**config.mk**
```make
export PLATFORM = sky130hd
export DESIGN_NAME = fix_rx_parser
export DESIGN_NICKNAME = d
export VERILOG_FILES = /design/src/rtl/fix_rx_parser.sv
export SDC_FILE = /design/constraint.sdc
export NUM_CORES = 1
export LEC_CHECK = 0
export BUFFER_PORTS_ARGS = -buffer_cell sky130_fd_sc_hd__buf_2
export CELL_PAD_IN_SITES_DETAIL_PLACEMENT = 1
export CELL_PAD_IN_SITES_GLOBAL_PLACEMENT = 1
export CORE_MARGIN = 3
export CORE_UTILIZATION = 47
export CTS_CLUSTER_DIAMETER = 30
export CTS_CLUSTER_SIZE = 12
export DETAILED_ROUTE_END_ITERATION = 12
export GPL_ROUTABILITY_DRIVEN = 1
export MAX_ROUTING_LAYER = met4
export PLACE_DENSITY_LB_ADDON = 0.1
export SLEW_MARGIN = 40
export SYNTH_ARGS = -nofsm -noshare
export SYNTH_HDL_FRONTEND = slang
export SYNTH_SLANG_ARGS = --single-unit
```
**constraint.sdc**
```tcl
create_clock -name clk -period 5.1 [get_ports clk]
set_clock_uncertainty 0.05 [all_clocks]
set_input_delay 0.255 -clock clk [delete_from_list [all_inputs] [get_ports clk]]
set_output_delay 0.255 -clock clk [all_outputs]
set_load 0.1 [all_outputs]
```
**src/rtl/fix_rx_parser.sv**
```systemverilog
// Receive-side FIX framer: splits the inbound tag=value<SOH> byte stream into fields
// and checks BeginString/BodyLength ordering, BodyLength (9) and CheckSum (10).
//
// state   | meaning
// S_HUNT  | discarding bytes after an error until the next SOH
// S_TAG   | accumulating decimal tag digits up to '='
// S_VALUE | passing value bytes through until SOH closes the field
module fix_rx_parser #(
  parameter int TAG_W  = 16,
  parameter int BLEN_W = 16
) (
  input  logic              clk,
  input  logic              rst,
  input  logic [7:0]        message_i,
  input  logic              valid_i,
  output logic [TAG_W-1:0]  tag_o,
  output logic [7:0]        value_o,
  output logic              value_valid_o,
  output logic              field_done_o,
  output logic [7:0]        msg_type_o,
  output logic              msg_done_o,
  output logic              len_err_o,
  output logic              cksum_err_o,
  output logic              format_err_o
);

  localparam logic [1:0] S_HUNT  = 2'd0;
  localparam logic [1:0] S_TAG   = 2'd1;
  localparam logic [1:0] S_VALUE = 2'd2;

  // position of the current field within the message
  localparam logic [1:0] F_BEGIN = 2'd0;
  localparam logic [1:0] F_BLEN  = 2'd1;
  localparam logic [1:0] F_BODY  = 2'd2;

  localparam logic [7:0] SOH = 8'h01;
  localparam logic [7:0] EQ  = 8'h3D;

  logic [1:0]        state_q, state_d;
  logic [1:0]        idx_q, idx_d;
  logic [TAG_W-1:0]  tag_acc_q, tag_acc_d;
  logic              tag_seen_q, tag_seen_d;
  logic [TAG_W-1:0]  tag_q, tag_d;
  logic              val_seen_q, val_seen_d;
  logic [BLEN_W-1:0] blen_q, blen_d;
  logic [BLEN_W-1:0] bcnt_q, bcnt_d;
  logic [BLEN_W-1:0] bsnap_q, bsnap_d;
  logic [7:0]        sum_q, sum_d;
  logic [7:0]        ssnap_q, ssnap_d;
  logic [9:0]        ck_val_q, ck_val_d;
  logic [1:0]        ck_cnt_q, ck_cnt_d;
  logic              ck_bad_q, ck_bad_d;
  logic [7:0]        value_q, value_d;
  logic [7:0]        msg_type_q, msg_type_d;
  logic              value_valid_q, value_valid_d;
  logic              field_done_q, field_done_d;
  logic              msg_done_q, msg_done_d;
  logic              len_err_q, len_err_d;
  logic              cksum_err_q, cksum_err_d;
  logic              format_err_q, format_err_d;
  logic              fmt_err;

  logic              is_digit_w;
  logic              is_eq_w;
  logic              is_soh_w;
  logic [3:0]        digit_w;
  logic [TAG_W+3:0]  tag_mac_w;
  logic [TAG_W-1:0]  tag_sat_w;
  logic [BLEN_W+3:0] blen_mac_w;
  logic [BLEN_W-1:0] blen_sat_w;
  logic [BLEN_W-1:0] bcnt_inc_w;
  logic [9:0]        ck_mac_w;
  logic              order_ok_w;
  logic              ck_ok_w;
  logic              len_ok_w;

  assign is_digit_w = (message_i >= 8'h30) && (message_i <= 8'h39);
  assign is_eq_w    = (message_i == EQ);
  assign is_soh_w   = (message_i == SOH);
  assign digit_w    = message_i[3:0];

  assign tag_mac_w  = ({4'd0, tag_acc_q} * (TAG_W+4)'(10)) + (TAG_W+4)'(digit_w);
  assign tag_sat_w  = (|tag_mac_w[TAG_W+3:TAG_W]) ? {TAG_W{1'b1}} : tag_mac_w[TAG_W-1:0];
  assign blen_mac_w = ({4'd0, blen_q} * (BLEN_W+4)'(10)) + (BLEN_W+4)'(digit_w);
  assign blen_sat_w = (|blen_mac_w[BLEN_W+3:BLEN_W]) ? {BLEN_W{1'b1}} : blen_mac_w[BLEN_W-1:0];
  assign bcnt_inc_w = (&bcnt_q) ? bcnt_q : bcnt_q + BLEN_W'(1);
  assign ck_mac_w   = (ck_val_q * 10'd10) + {6'd0, digit_w};

  assign order_ok_w = (idx_q == F_BEGIN) ? (tag_acc_q == TAG_W'(8)) :
                      (idx_q == F_BLEN)  ? (tag_acc_q == TAG_W'(9)) : 1'b1;

  // snapshots were taken at the first tag byte of the CheckSum field
  assign ck_ok_w  = !ck_bad_q && (ck_cnt_q == 2'd3) && (ck_val_q <= 10'd255) &&
                    (ck_val_q[7:0] == ssnap_q);
  assign len_ok_w = (bsnap_q == blen_q);

  always_comb begin
    state_d       = state_q;
    idx_d         = idx_q;
    tag_acc_d     = tag_acc_q;
    tag_seen_d    = tag_seen_q;
    tag_d         = tag_q;
    val_seen_d    = val_seen_q;
    blen_d        = blen_q;
    bcnt_d        = bcnt_q;
    bsnap_d       = bsnap_q;
    sum_d         = sum_q;
    ssnap_d       = ssnap_q;
    ck_val_d      = ck_val_q;
    ck_cnt_d      = ck_cnt_q;
    ck_bad_d      = ck_bad_q;
    value_d       = value_q;
    msg_type_d    = msg_type_q;
    value_valid_d = 1'b0;
    field_done_d  = 1'b0;
    msg_done_d    = 1'b0;
    len_err_d     = 1'b0;
    cksum_err_d   = 1'b0;
    format_err_d  = 1'b0;
    fmt_err       = 1'b0;

    if (valid_i) begin
      if (state_q != S_HUNT) begin
        sum_d  = sum_q + message_i;
        bcnt_d = bcnt_inc_w;
      end

      case (state_q)
        S_HUNT: begin
          if (is_soh_w) begin
            state_d = S_TAG;
            idx_d   = F_BEGIN;
            sum_d   = '0;
            bcnt_d  = '0;
          end
        end

        S_TAG: begin
          if (!tag_seen_q) begin
            ssnap_d = sum_q;
            bsnap_d = bcnt_q;
          end
          if (is_digit_w) begin
            tag_acc_d  = tag_sat_w;
            tag_seen_d = 1'b1;
          end else if (is_eq_w && tag_seen_q && order_ok_w) begin
            state_d    = S_VALUE;
            tag_d      = tag_acc_q;
            tag_acc_d  = '0;
            tag_seen_d = 1'b0;
            val_seen_d = 1'b0;
            ck_val_d   = '0;
            ck_cnt_d   = '0;
            ck_bad_d   = 1'b0;
            if (idx_q == F_BLEN) begin
              blen_d = '0;
            end
          end else begin
            fmt_err = 1'b1;
          end
        end

        S_VALUE: begin
          if (is_soh_w) begin
            if (!val_seen_q) begin
              fmt_err = 1'b1;
            end else begin
              field_done_d = 1'b1;
              state_d      = S_TAG;
              case (idx_q)
                F_BEGIN: idx_d = F_BLEN;
                F_BLEN: begin
                  idx_d  = F_BODY;
                  bcnt_d = '0;
                end
                default: begin
                  if (tag_q == TAG_W'(10)) begin
                    msg_done_d  = ck_ok_w && len_ok_w;
                    len_err_d   = !len_ok_w;
                    cksum_err_d = !ck_ok_w;
                    idx_d       = F_BEGIN;
                    sum_d       = '0;
                    bcnt_d      = '0;
                  end
                end
              endcase
            end
          end else if ((idx_q == F_BLEN) && !is_digit_w) begin
            fmt_err = 1'b1;
          end else begin
            val_seen_d    = 1'b1;
            value_d       = message_i;
            value_valid_d = 1'b1;
            if (idx_q == F_BLEN) begin
              blen_d = blen_sat_w;
            end
            if ((idx_q == F_BODY) && (tag_q == TAG_W'(35)) && !val_seen_q) begin
              msg_type_d = message_i;
            end
            if ((idx_q == F_BODY) && (tag_q == TAG_W'(10))) begin
              if (!is_digit_w || (ck_cnt_q == 2'd3)) begin
                ck_bad_d = 1'b1;
              end else begin
                ck_val_d = ck_mac_w;
                ck_cnt_d = ck_cnt_q + 2'd1;
              end
            end
          end
        end

        default: state_d = S_HUNT;
      endcase
    end

    if (fmt_err) begin
      format_err_d = 1'b1;
      state_d      = S_HUNT;
      tag_acc_d    = '0;
      tag_seen_d   = 1'b0;
    end
  end

  always_ff @(posedge clk) begin
    if (rst) begin
      state_q       <= S_TAG;
      idx_q         <= F_BEGIN;
      tag_acc_q     <= '0;
      tag_seen_q    <= 1'b0;
      tag_q         <= '0;
      val_seen_q    <= 1'b0;
      blen_q        <= '0;
      bcnt_q        <= '0;
      bsnap_q       <= '0;
      sum_q         <= '0;
      ssnap_q       <= '0;
      ck_val_q      <= '0;
      ck_cnt_q      <= '0;
      ck_bad_q      <= 1'b0;
      value_q       <= '0;
      msg_type_q    <= '0;
      value_valid_q <= 1'b0;
      field_done_q  <= 1'b0;
      msg_done_q    <= 1'b0;
      len_err_q     <= 1'b0;
      cksum_err_q   <= 1'b0;
      format_err_q  <= 1'b0;
    end else begin
      state_q       <= state_d;
      idx_q         <= idx_d;
      tag_acc_q     <= tag_acc_d;
      tag_seen_q    <= tag_seen_d;
      tag_q         <= tag_d;
      val_seen_q    <= val_seen_d;
      blen_q        <= blen_d;
      bcnt_q        <= bcnt_d;
      bsnap_q       <= bsnap_d;
      sum_q         <= sum_d;
      ssnap_q       <= ssnap_d;
      ck_val_q      <= ck_val_d;
      ck_cnt_q      <= ck_cnt_d;
      ck_bad_q      <= ck_bad_d;
      value_q       <= value_d;
      msg_type_q    <= msg_type_d;
      value_valid_q <= value_valid_d;
      field_done_q  <= field_done_d;
      msg_done_q    <= msg_done_d;
      len_err_q     <= len_err_d;
      cksum_err_q   <= cksum_err_d;
      format_err_q  <= format_err_d;
    end
  end

  assign tag_o         = tag_q;
  assign value_o       = value_q;
  assign value_valid_o = value_valid_q;
  assign field_done_o  = field_done_q;
  assign msg_type_o    = msg_type_q;
  assign msg_done_o    = msg_done_q;
  assign len_err_o     = len_err_q;
  assign cksum_err_o   = cksum_err_q;
  assign format_err_o  = format_err_q;

endmodule
```
==> Yosys cells after proc, flatten, opt, wreduce, memory -nomap -nowiden <==
Index checks and enable logic that the tools add are counted.
{ "word_totals": {"regBits": 137, "latchBits": 0, "mem_bits_rw": 0, "romBits": 0, "out_inout_bits": 38, "elab_cells": 195, "mem_count": 0} }
{ "classes": {"add_sub_neg": 6, "mul": 3, "n_div": 0, "magnitude_cmp": 3, "n_eq_ne": 31, "n_shift": 0, "mux": 77, "bitwise": 8, "reduce_logical": 44} }
{ "op_table": {"columns": ["op", "count"], "rows": [
  ["16-bit two-way mux", 16],
  ["16-bit case mux with 2 select lines", 3],
  ["10-bit two-way mux", 6],
  ["16-bit by 4-bit equality test with 1-bit output, second input constant", 3],
  ["8-bit two-way mux", 6],
  ["20-bit by 4-bit adder with 20-bit output", 2],
  ["16-bit by 3-bit multiplier with 19-bit output, second input constant", 2],
  ["2-bit two-way mux", 15],
  ["2-bit != test, second input constant", 12],
  ["6-bit AND reduction", 4],
  ["8-bit AND reduction", 3],
  ["1-bit two-way mux", 22],
  ["10-bit case mux with 2 select lines", 1],
  ["16-bit by 1-bit adder with 16-bit output, second input constant", 1],
  ["16-bit equality test", 1],
  ["16-bit by 6-bit equality test with 1-bit output, second input constant", 1],
  ["8-bit case mux with 2 select lines", 1],
  ["16-bit AND reduction", 1],
  ["4-bit OR reduction", 4],
  ["3-bit != test, second input constant", 5],
  ["2-bit case mux with 2 select lines", 3],
  ["1-bit logical AND", 11],
  ["10-bit by 4-bit adder with 10-bit output", 1],
  ["10-bit by 8-bit less-or-equal comparator with 1-bit output, second input constant", 1],
  ["23 further kinds", 47]
]} }

==> Logic depth before layout (Yosys ltp) <==
Gate-level depths: netlist (run 1).
{ "depth": {"word_depth": 10, "ltp_mapped": 14, "mapped_depth_nobuf": 13} }

==> Least setup slack after synthesis (run 1) <==
Ideal clock, no wire load.
{ "synth_timing": {"path_kind": "flip-flop to flip-flop", "startpoint": "register tag_acc_q[1]", "endpoint": "register tag_acc_q[12]", "setup_ps": 146, "arrival_time_ps": 3376, "path_slack_ps": 1529, "stages_incl_launch_ff": 14, "path_buffers": 0, "period_less_slack_ps": 3571, "path_cell_list": "dfxtp_1 ha_1 ha_1 inv_1 fa_1 nor2b_1 o211ai_1 a31o_2 a221oi_1 o211ai_1 or3_4 a2111oi_4 or2_1 a41oi_1"} }
{ "synth_between": {"elab_chain_cells": 9, "word_cells_on_any_way": 17, "cone_classes": "add/sub (1); mul (1); eq/ne (2); mux (8); reduce/logical (5)"} }
{ "synth_lines": {"columns": ["item", "line_no", "rtl"], "rows": [
  ["start: declaration", "41", "logic [TAG_W-1:0] tag_acc_q, tag_acc_d;"],
  ["start signal: assignment", "250", "tag_acc_q <= tag_acc_d;"],
  ["parallel branches: the longest is 9 deep, another holds 20-bit by 4-bit adder with 20-bit output", null, null]
]} }
Parallel ways; which one is timed is not known.
A chain may end at the register's enable or synchronous reset.

==> Worst setup path in the final report (run 1) <==
Same ends and word-level chain as after synthesis.

==> run_results.csv, run 1 <==
group,metric,value,unit
grt,antenna_found_initial,0,
cts,ctsHoldBuffers,0,
worst_setup_path,end_kind,"flop",
worst_setup_path,cp.arrival,4440,ps
cts,clk_pin_slew,60,ps
timing,timing.fmax,241,MHz
cts,clock_latency,440,ps
timing,hold_viol_final,0,
grt,first_global_vias,8579,
final_layout,fillers,2289,
grt,grt-ovfl-total,0,
status,status,"completed",
synthesis,syn_area,0.00916,mm²
drt,first_iter_violations,489,
grt,grt_pass1_wl,44400,µm
die,rows,50,
timing,finalSetupViolations,0,
timing,maxSlewHeadroom,44.7,%
timing,maxSlewViolCount,0,
grt,track_usage,26.0,%
cts,cts-root-buf,"clkbuf_16",
timing,rsz0062_at_grt,"false",
job,cap_violations,0,
timing,worst_pin_slew,822,ps
timing,setup_tns,0,ps
cts,post_cts_buffers,0,
worst_setup_path,crit_path_start_kind,"flop",
drt,drcViolationCount,0,
timing,period_needed,4140,ps
worst_setup_path,crit-reg2reg-launch,"tag_acc_q[1]$_SDFFE_PP0P_",
drt,dr.pass1.iters,5,
drt,route.final.wire_length,26600,µm
power_and_ir_drop,leakagePower,4.49,nW
die,initial_core_util,48.5,%
final_layout,nets,1245,
cts,cts_tree,"done",
drt,avgViaCountPerCell,5.91,
synthesis,ys_async_sr_fraction,0,%
power_and_ir_drop,power_density,252,mW/mm²
worst_setup_path,crit_start,"tag_acc_q[1]$_SDFFE_PP0P_",
die,die_h,146,µm
drt,ant_nets,0,
synthesis,synth-seq-area-share,30.0,%
place,place_hpwl,19700,µm
cts,cts_buffers,17,
final_layout,drive_gt1_share,9.29,%
die,die-area,0.0212,mm²
synthesis,synth_edf_count,0,
drt,vias,8346,
die,ioPinCount,49,
synthesis,syn-num-nets,1216,
synthesis,yosys_warnings,0,
cts,cts-htree-levels,4,
place,finalWeightedCongestion,0.880,
drt,wl_per_cell,18.8,µm
die,core_area,0.0189,mm²
cts,cts.sinks,137,
worst_setup_path,crit_type,"reg2reg",
die,fp.dieW,146,µm
grt,grt_max_degree,63,
timing,period_share,81.2,%
synthesis,synth-seq-cells,137,
worst_setup_path,critPathMaxFanout,8,
final_layout,n_antenna_cell,0,
place,io_buffers,48,
synthesis,synth_flop_cell,"dfxtp_1",
cts,clockBufferDepth,2,
min_path,hold_start,"message_i[5]",
cts,cts-resized-gates,0,
power_and_ir_drop,max-vdd-ir-drop,0.239,mV
synthesis,avgSynthCellArea,8.25,µm²
final_layout,area_growth,11.7,%
power_and_ir_drop,total_power,2.57,mW
synthesis,yosysUniqueCellTypes,73,
synthesis,netlist_instances,1110,
worst_setup_path,cp.required,5400,ps
min_path,hold_class,"in2reg",
## kinds of logic after synthesis
kind of cell / count (synthesis) / share of synthesized area (%)
multiplexers: 18 / 1.98
XOR/XNOR: 97 / 9.28
flip-flops: 137 / 30.0
AO/OA/AOI/OAI: 264 / 19.4
buffers and inverters: 87 / 3.64
adder cells (fa/ha/maj): 95 / 13.6
AND/OR/NAND/NOR: 412 / 22.2
## synthesized netlist by cell type, types with 30 or more instances
cell type,instances,share of area (%)
xnor2_1,44,4.2
o21ai_0,30,1.6
dfxtp_1,137,30
ha_1,88,12
nand2_1,139,5.7
a21oi_1,91,5.0
clkbuf_1,41,1.7
inv_1,41,1.7
nand4_1,30,2.1
nand3_1,34,1.9
xor2_1,53,5.1
nor2_1,90,3.7
## stage by stage
| stage | hold WS (ps) | util (%) | setup slack [ps] | cells | cell area, µm² |
|---|---|---|---|---|---|
| floorplan | 345 | - | 1530 | 1110 | 9160 |
| global placement | 402 | 50.9 | 1150 | 1380 | 9610 |
| detailed placement | 414 | 50.9 | 1020 | 1380 | 9620 |
| CTS | 87.9 | 54.1 | 948 | 1412 | 10200 |
| global route | 98.1 | 54.1 | 601 | 1412 | 10200 |
| finish | 91.8 | 54.1 | 957 | 1412 | 10200 |
## report_power, final
group	internal, mW	switching (mW)
registers	1.09	0.0135
logic	0.0624	0.137
clock network	0.747	0.529
## worst max-delay path, cell delays in order (launching register included)
cell,delay [ps]
dfxtp_1,390
ha_1,320
ha_1,210
inv_1,70
fa_1,410
xnor2_1,310
or3b_1,420
nand4b_1,300
nand2b_1,210
nor4_1,630
a2111oi_4,240
or2_1,320
a41oi_1,190
## state kept, by name, summed over array words and instances, names as in the netlist, 2 cells and up
| register | cells |
|---|---|
| ck_val_q | 10 |
| msg_type_o | 8 |
| tag_acc_q | 16 |
| value_o | 8 |
| state_q | 2 |
| blen_q | 16 |
| tag_o | 16 |
| idx_q | 2 |
| sum_q | 8 |
| bcnt_q | 16 |
| ssnap_q | 8 |
| ck_cnt_q | 2 |
| bsnap_q | 16 |
## final cells by class
| class | count | area [µm²] | area share, % |
|---|---|---|---|
| inverter | 41 | 154 | 1.51 |
| sequential | 137 | 2740 | 26.8 |
| multi-input combinational | 886 | 6100 | 59.6 |
| clock inverter | 14 | 164 | 1.60 |
| timing repair buffer | 56 | 303 | 2.96 |
| tap | 260 | 325 | 3.18 |
| clock buffer | 18 | 439 | 4.30 |
## cells in the final DEF (no fill, tap or decap), types with 7 or more instances in the layout
| cell type | n |
|---|---|
| xnor2_1 | 44 |
| a211oi_1 | 7 |
| fa_1 | 7 |
| xor2_1 | 53 |
| nor3_1 | 19 |
| a21oi_1 | 91 |
| and3_1 | 8 |
| nand4_1 | 30 |
| o21a_1 | 7 |
| a21o_1 | 16 |
| a22o_1 | 24 |
| a22oi_1 | 10 |
| nor2b_1 | 19 |
| nand2_1 | 139 |
| buf_2 | 47 |
| buf_4 | 9 |
| o21bai_1 | 10 |
| nand3_1 | 34 |
| o21ai_0 | 30 |
| mux2i_1 | 17 |
| clkbuf_16 | 17 |
| a211o_1 | 8 |
| dfxtp_1 | 137 |
| ha_1 | 87 |
| inv_1 | 41 |
| nor2_1 | 90 |
| o211ai_1 | 10 |
| nor4_1 | 15 |
## per-layer routing
layer	part of all wire [%]	wire, µm	up-vias	global-route usage [%]
met5	0	0	-	-
met4	1.4	379	0	7.22
met3	2.8	757	26	3.83
met2	48	12700	124	42.4
met1	48	12800	4128	33.8
li1	-	-	4068	-
## path summary, 6_finish.rpt
kind	slack, ps	to	cells after the start
max reg2reg	960	tag_acc_q[12]$_SDFFE_PP0P_	12
max	960	tag_acc_q[12]$_SDFFE_PP0P_	12
min	90	value_o[5]$_SDFFE_PP0P_	3
min reg2reg	420	tag_o[2]$_SDFFE_PP0P_	2
(Power assumes the default switching activity.)
==> run 2, diff against run 1 <==
--- a/config.mk
+++ b/config.mk
@@ -5,11 +5,12 @@
 export SDC_FILE = /design/constraint.sdc
 export NUM_CORES = 1
 export LEC_CHECK = 0
+export ABC_AREA = 1
 export BUFFER_PORTS_ARGS = -buffer_cell sky130_fd_sc_hd__buf_2
 export CELL_PAD_IN_SITES_DETAIL_PLACEMENT = 1
 export CELL_PAD_IN_SITES_GLOBAL_PLACEMENT = 1
 export CORE_MARGIN = 3
-export CORE_UTILIZATION = 47
+export CORE_UTILIZATION = 41
 export CTS_CLUSTER_DIAMETER = 30
 export CTS_CLUSTER_SIZE = 12
 export DETAILED_ROUTE_END_ITERATION = 12
==> constraint.sdc (replaced) <==
create_clock -name clk -period 3.43 [get_ports clk]
set_clock_uncertainty 0.05 [all_clocks]
set_input_delay 0.1715 -clock clk [delete_from_list [all_inputs] [get_ports clk]]
set_output_delay 0.1715 -clock clk [all_outputs]
set_load 0.1 [all_outputs]
==> run 2 against run 1 <==
Worst hold slack got worse by 68 ps. Critical path depth increased by 7. Sequential share of layout area decreased by 3.2 points. Power increased by 94%. Core utilization decreased by 5.0 points. Largest power group unchanged. Synthesized cell count increased by 37%. Clock-buffer cell count unchanged. Combinational power increased to 5.6 times the previous value. Synthesized area increased by 9.7%. Worst setup slack got worse by 810 ps. Global-route usage decreased by 0.33 points.
==> run_results.csv, run 2 <==
group,metric,value,unit
worst_setup_path,path_common_cell,"nand2_1",
power_and_ir_drop,p_sw,1.62,mW
synthesis,netlist_instances,1517,
cts,clockBufferDepth,2,
place,place_inst,1879,
synthesis,yosysUniqueCellTypes,44,
timing,finalSetupViolations,0,
drt,drcViolationCount,0,
final_layout,nets,1698,
drt,wl_per_cell,16.9,µm
synthesis,yosysMostFrequentCell,"nand2_1",
synthesis,yosys_warnings,0,
final_layout,area_growth,16.1,%
final_layout,mostFrequentLayoutCells,"nand2_1 (385), inv_1 (193), a21oi_1 (134)",
min_path,holdPathEnd,"value_o[4]$_SDFFE_PP0P_",
power_and_ir_drop,internal-power,3.36,mW
timing,setup_slack,143,ps
min_path,hold_depth,3,
die,ioPinCount,49,
power_and_ir_drop,leakagePower,5.62,nW
synthesis,synthTopCellsByArea,"dfxtp_1 (27%), nand2_1 (14%), ha_1 (11%)",
worst_setup_path,crit_path_start_kind,"flop",
place,place_hpwl,24900,µm
timing,maxSlewHeadroom,44.3,%
worst_setup_path,crit_start,"tag_acc_q[1]$_SDFFE_PP0P_",
worst_setup_path,cp.required,3660,ps
cts,cts-root-buf,"clkbuf_16",
drt,vias,10100,
power_and_ir_drop,power_density,427,mW/mm²
synthesis,synth-seq-area-share,27.3,%
power_and_ir_drop,clockPowerShare,40.0,%
drt,first_iter_violations,485,
grt,grt_pass1_wl,53100,µm
drt,dr.pass1.iters,5,
worst_setup_path,crit-reg2reg-launch,"tag_acc_q[1]$_SDFFE_PP0P_",
drt,ant_nets,0,
final_layout,n_antenna_cell,0,
cts,clk_pin_slew,60,ps
die,die-area,0.0264,mm²
die,die_h,163,µm
timing,maxSlewViolCount,0,
power_and_ir_drop,p_comb_share,22.4,%
timing,hold_viol_final,0,
place,finalWeightedCongestion,0.868,
timing,worst_pin_slew,834,ps
synthesis,syn_area,0.0100,mm²
power_and_ir_drop,total_power,4.98,mW
worst_setup_path,crit_path_max_incr_delay,480,ps
drt,avgViaCountPerCell,5.24,
worst_setup_path,cp_cell_sequence,"ha_1 -> ha_2 -> inv_1 -> fa_2 -> nor2_2 -> nand3b_1 -> nand2_2 -> nand2_2 -> nor2_4 -> nand3_4 -> nor2_4 -> nand3_1 -> nand2_1 -> nand2_1 -> a21oi_4 -> clkbuf_16 -> nand3_1 -> nand2_1 -> a21oi_1",
grt,antenna_found_initial,0,
grt,grt-ovfl-total,0,
die,fp.dieW,163,µm
final_layout,drive_gt1_share,12.1,%
place,pre_cts_ws,-9.80,ps
cts,clock_latency,430,ps
die,initial_core_util,42.3,%
die,rows,56,
timing,period_needed,3290,ps
cts,cts.sinks,137,
timing,period_share,95.8,%
worst_setup_path,cp.arrival,3520,ps
worst_setup_path,r2r-end,"tag_acc_q[2]$_SDFFE_PP0P_",
cts,cts_tree,"done",
worst_setup_path,crit_type,"reg2reg",
place,io_buffers,48,
synthesis,syn-num-nets,1623,
grt,first_global_vias,10400,
grt,track_usage,25.7,%
power_and_ir_drop,max-vdd-ir-drop,0.343,mV
worst_setup_path,reg2reg_depth,19,
synthesis,synthTopCellsByCount,"nand2_1 (387), inv_1 (196), dfxtp_1 (137), a21oi_1 (134), nor2_1 (133)",
worst_setup_path,ff2ff_setup_slack,140,ps
cts,cts_buffers,17,
worst_setup_path,end_kind,"flop",
worst_setup_path,critPathMaxFanout,8,
min_path,hold_start,"message_i[4]",
worst_setup_path,critPathTopFamily,"simple AND/OR/NAND/NOR gates",
worst_setup_path,crit_slowest_cell,"fa_2",
worst_setup_path,crit_buf_inv,2,
synthesis,synth_edf_count,0,
synthesis,ys_async_sr_fraction,0,%
cts,cts-htree-levels,4,
grt,grt_max_degree,56,
final_layout,fin_cells,1924,
power_and_ir_drop,sw_frac_of_total,32.5,%
final_layout,final_common_cell,"nand2_1",
synthesis,synth-seq-cells,137,
job,cap_violations,0,
drt,route.final.wire_length,32500,µm
synthesis,synth_top_area_share,27.3,%
status,status,"completed",
power_and_ir_drop,seqPwrFrac,37.6,%
min_path,hold_class,"in2reg",
synthesis,avgSynthCellArea,6.62,µm²
timing,timing.fmax,304,MHz
place,dpl_cell_area,0.0108,mm²
synthesis,yosysTopAreaCell,"dfxtp_1",
synthesis,synth_flop_cell,"dfxtp_1",
final_layout,post-route-cell-area,0.0117,mm²
die,core_area,0.0238,mm²
## run 2: cell types whose count changed after synthesis, sizes merged, moves of 14 or more
cell and delta:
nand2 +259, inv +158, nand3 +74, nor2 +57, a21oi +44, o21ai +37
a22o -24, nor2b -20, xnor2 -18, mux2i -17, a21o -15, xor2 -15
clkbuf -14
## run 2: worst max path at each step
stage	endpoint	slack, ps	depth (start not counted)
floorplan	blen_q[10]$_SDFFE_PP0P_	420	19
global placement	tag_acc_q[9]$_SDFFE_PP0P_	100	18
detailed placement	tag_acc_q[10]$_SDFFE_PP0P_	-10	17
CTS	blen_q[9]$_SDFFE_PP0P_	20	19
global route	tag_acc_q[1]$_SDFFE_PP0P_	-9	19
finish	tag_acc_q[2]$_SDFFE_PP0P_	140	19
## run 2: worst register-to-register path, stage by stage (launching register included)
cell and delay (ps):
dfxtp_1 320, ha_1 290, ha_2 190, inv_1 80, fa_2 480, nor2_2 120, nand3b_1 110, nand2_2 90
nand2_2 70, nor2_4 170, nand3_4 110, nor2_4 150, nand3_1 90, nand2_1 60, nand2_1 90, a21oi_4 230
clkbuf_16 210, nand3_1 80, nand2_1 70, a21oi_1 80
## run 2: through the flow
step / hold slack [ps] / util (%) / TNS [ps]
after floorplan: 266 / - / 0
after global placement: 393 / 45.3 / 0
after detailed placement: 403 / 45.4 / -23.9
after CTS: 4.34 / 48.2 / 0
after global routing: 43.3 / 49.1 / -24.5
final: 23.9 / 49.1 / 0
## run 2: layout make-up
class	count	area, µm²
multi-input cells	1141	6460
inverters	202	759
clock inverters	14	196
repair buffers	93	656
fillers	3169	12100
clock buffers	18	439
flip-flops and latches	137	2750
well taps	319	399
## run 2: power by group through the flow
stage | combinational, mW | sequential [mW] | clock [mW]
after floorplan | 0.777 | 1.91 | 0
after global placement | 1.06 | 1.90 | 0
after detailed placement | 1.09 | 1.90 | 0
after CTS | 1.12 | 1.87 | 2.03
after global routing | 1.27 | 1.90 | 2.10
final | 1.12 | 1.88 | 1.99
## run 2: timing repair
action                     4_1_cts  5_1_grt
gates cloned                     0        1
buffers inserted                 0        8
hold buffers                     4        0
pin swaps                        0       11
hold endpoints to repair         4        0
setup endpoints to repair       16       32
gates resized for setup          1       33
## run 2: layer usage
metal	GRT usage, %	wire length, µm	share of wire (%)	vias up
met4	4.81	343	1.1	0
met5	-	0	0	-
met1	33.0	15300	47	4784
li1	-	-	-	5111
met2	43.4	15700	48	157
met3	3.76	1140	3.5	28
## run 2: logic make-up (layout without fill, tap and decap cells)
group	Yosys count	in the layout	share of synthesized area (%)
AOI/OAI and AO/OA	241	241	13.1
xor gates and xnor gates	64	64	5.58
adders and majority gates	95	95	12.4
buffers and inverters	239	327	9.51
DFF	137	137	27.3
and+or+nand+nor	741	741	32.1
==> run 3, diff against run 2 <==
==> constraint.sdc (replaced) <==
create_clock -name clk -period 3.43 [get_ports clk]
set_clock_uncertainty 0.05 [all_clocks]
set_input_delay 0.686 -clock clk [delete_from_list [all_inputs] [get_ports clk]]
set_output_delay 0.686 -clock clk [all_outputs]
set_load 0.1 [all_outputs]
==> run 3 against run 2 <==
Global-route usage decreased by 0.30 points. Critical path depth unchanged. Highest routed layer unchanged. Critical path type unchanged. Final area decreased by 1.1%. Non-clock buffer count decreased by 1. Worst setup slack improved by 79 ps.
==> run_results.csv, run 3 (same netlist as run 2, synthesis figures left out) <==
group,metric,value,unit
grt,grt_pass1_wl,53000,µm
worst_setup_path,end_kind,"flop",
timing,period_share,93.5,%
timing,maxSlewHeadroom,48.4,%
final_layout,post-route-cell-area,0.0115,mm²
final_layout,area_growth,14.9,%
power_and_ir_drop,power_density,415,mW/mm²
final_layout,drive_gt1_share,11.8,%
die,die-area,0.0264,mm²
drt,vias,10100,
worst_setup_path,cp_cell_sequence,"ha_1 -> ha_4 -> inv_1 -> fa_2 -> nor2_4 -> nand3b_1 -> nand2_2 -> nand3_2 -> nor2_4 -> nand3_2 -> nor2_4 -> nand3_2 -> nand2_2 -> inv_2 -> nor2_4 -> buf_4 -> nand3_1 -> nand2_1 -> a21oi_1",
die,die_h,163,µm
cts,cts.sinks,137,
die,core_area,0.0238,mm²
worst_setup_path,crit_path_start_kind,"flop",
final_layout,nets,1697,
place,io_buffers,48,
grt,first_global_vias,10400,
final_layout,mostFrequentLayoutCells,"nand2_1 (385), inv_1 (195), a21oi_1 (133)",
drt,drcViolationCount,0,
drt,dr.pass1.iters,4,
die,fp.dieW,163,µm
timing,finalSetupViolations,0,
timing,timing.fmax,312,MHz
grt,antenna_found_initial,0,
power_and_ir_drop,max-vdd-ir-drop,0.255,mV
final_layout,final_common_cell,"nand2_1",
place,finalWeightedCongestion,0.866,
worst_setup_path,path_common_cell,"nor2_4",
status,status,"completed",
final_layout,final_util,48.6,%
final_layout,n_antenna_cell,0,
timing,hold_viol_final,0,
grt,grt_max_degree,56,
drt,route.final.wire_length,31700,µm
die,initial_core_util,42.3,%
cts,clock_latency,430,ps
worst_setup_path,crit_path_max_incr_delay,470,ps
drt,avgViaCountPerCell,5.24,
timing,maxSlewViolCount,0,
drt,wl_per_cell,16.5,µm
worst_setup_path,crit_type,"reg2reg",
die,rows,56,
drt,first_iter_violations,545,
worst_setup_path,critPathMaxFanout,5,
job,cap_violations,0,
drt,ant_nets,0,
cts,clockBufferDepth,2,
cts,cts-htree-levels,4,
worst_setup_path,cp.required,3660,ps
min_path,hold_class,"reg2reg",
place,dpl_cell_area,0.0108,mm²
cts,cts_tree,"done",
timing,period_needed,3210,ps
timing,worst_pin_slew,773,ps
cts,ctsHoldBuffers,0,
cts,cts-root-buf,"clkbuf_16",
grt,grt-ovfl-total,0,
grt,track_usage,25.4,%
timing,setup_tns,0,ps
final_layout,fillers,3197,
timing,fin_hold_ws,409,ps
power_and_ir_drop,leakagePower,5.58,nW
worst_setup_path,cp.arrival,3440,ps
worst_setup_path,crit_slowest_cell,"fa_2",
cts,clk_pin_slew,60,ps
die,ioPinCount,49,
cts,cts_buffers,17,
place,place_hpwl,24700,µm
-- run 3: cell count changes in the layout (fill, tap and decap cells not counted), sizes merged --
cell,change
clkinv,-1
clkbuf,+1
buf,+4
dlygate4sd3,-4
clkinvlp,+1
inv,+1
bufinv,-3
-- run 3: routing by layer --
layer / vias up / part of all wire, % / global-route usage (%)
met2: 120 / 46 / 41.1
li1: 5103 / - / -
met1: 4827 / 50 / 34.3
met5: - / 0 / -
met4: 0 / 1.2 / 5.00
met3: 26 / 2.7 / 3.08
-- run 3: final timing paths --
check / startpoint / to / slack, ps / cells past startpoint
min: ck_bad_q$_SDFFE_PP0P_ / ck_bad_q$_SDFFE_PP0P_ / 410 / 2
min reg2reg: ck_bad_q$_SDFFE_PP0P_ / ck_bad_q$_SDFFE_PP0P_ / 410 / 2
max: blen_q[1]$_SDFFE_PP0P_ / blen_q[14]$_SDFFE_PP0P_ / 220 / 19
max reg2reg: blen_q[1]$_SDFFE_PP0P_ / blen_q[14]$_SDFFE_PP0P_ / 220 / 19
-- run 3: worst max-delay path: cells and delay by family, from the launching register on --
family	cells	cell delay (ps)
compound gates	1	60
simple gates	12	1380
flops	1	310
buf+inv	3	280
fa+ha+maj	3	990
-- run 3: metrics by stage --
stage                     setup WS (ps)  power, mW  std cells
after global placement            -70.5       2.97       1883
after floorplan                     416       2.68       1517
after global routing              -12.0       5.07       1923
final                               222       4.79       1923
after CTS                          55.8       4.82       1918
after detailed placement           -132       3.01       1883
-- run 3: area by class of cell --
type | instances | area (µm²) | share of cell area (%)
timing repair buffer | 92 | 621 | 5.38
multi-input combinational | 1141 | 6430 | 55.7
clock inverter | 12 | 118 | 1.02
sequential | 137 | 2750 | 23.9
clock buffer | 20 | 457 | 3.96
tap | 319 | 399 | 3.46
inverter | 202 | 759 | 6.58
-- run 3: where the power goes --
| group | switching, mW | leakage, nW | internal, mW | total [mW] |
|---|---|---|---|---|
| Sequential | 0.132 | 1.11 | 1.74 | 1.87 |
| Combinational | 0.733 | 4.20 | 0.386 | 1.12 |
| Clock | 0.756 | 0.269 | 1.04 | 1.80 |
-- run 3: what timing repair did --
| item | 4_1_cts | 5_1_grt |
|---|---|---|
| hold endpoints to repair | 0 | 0 |
| cloned | 0 | 0 |
| setup buffers | 3 | 5 |
| resized for setup | 2 | 25 |
| setup endpoints to repair | 21 | 32 |
| pin swaps | 2 | 6 |
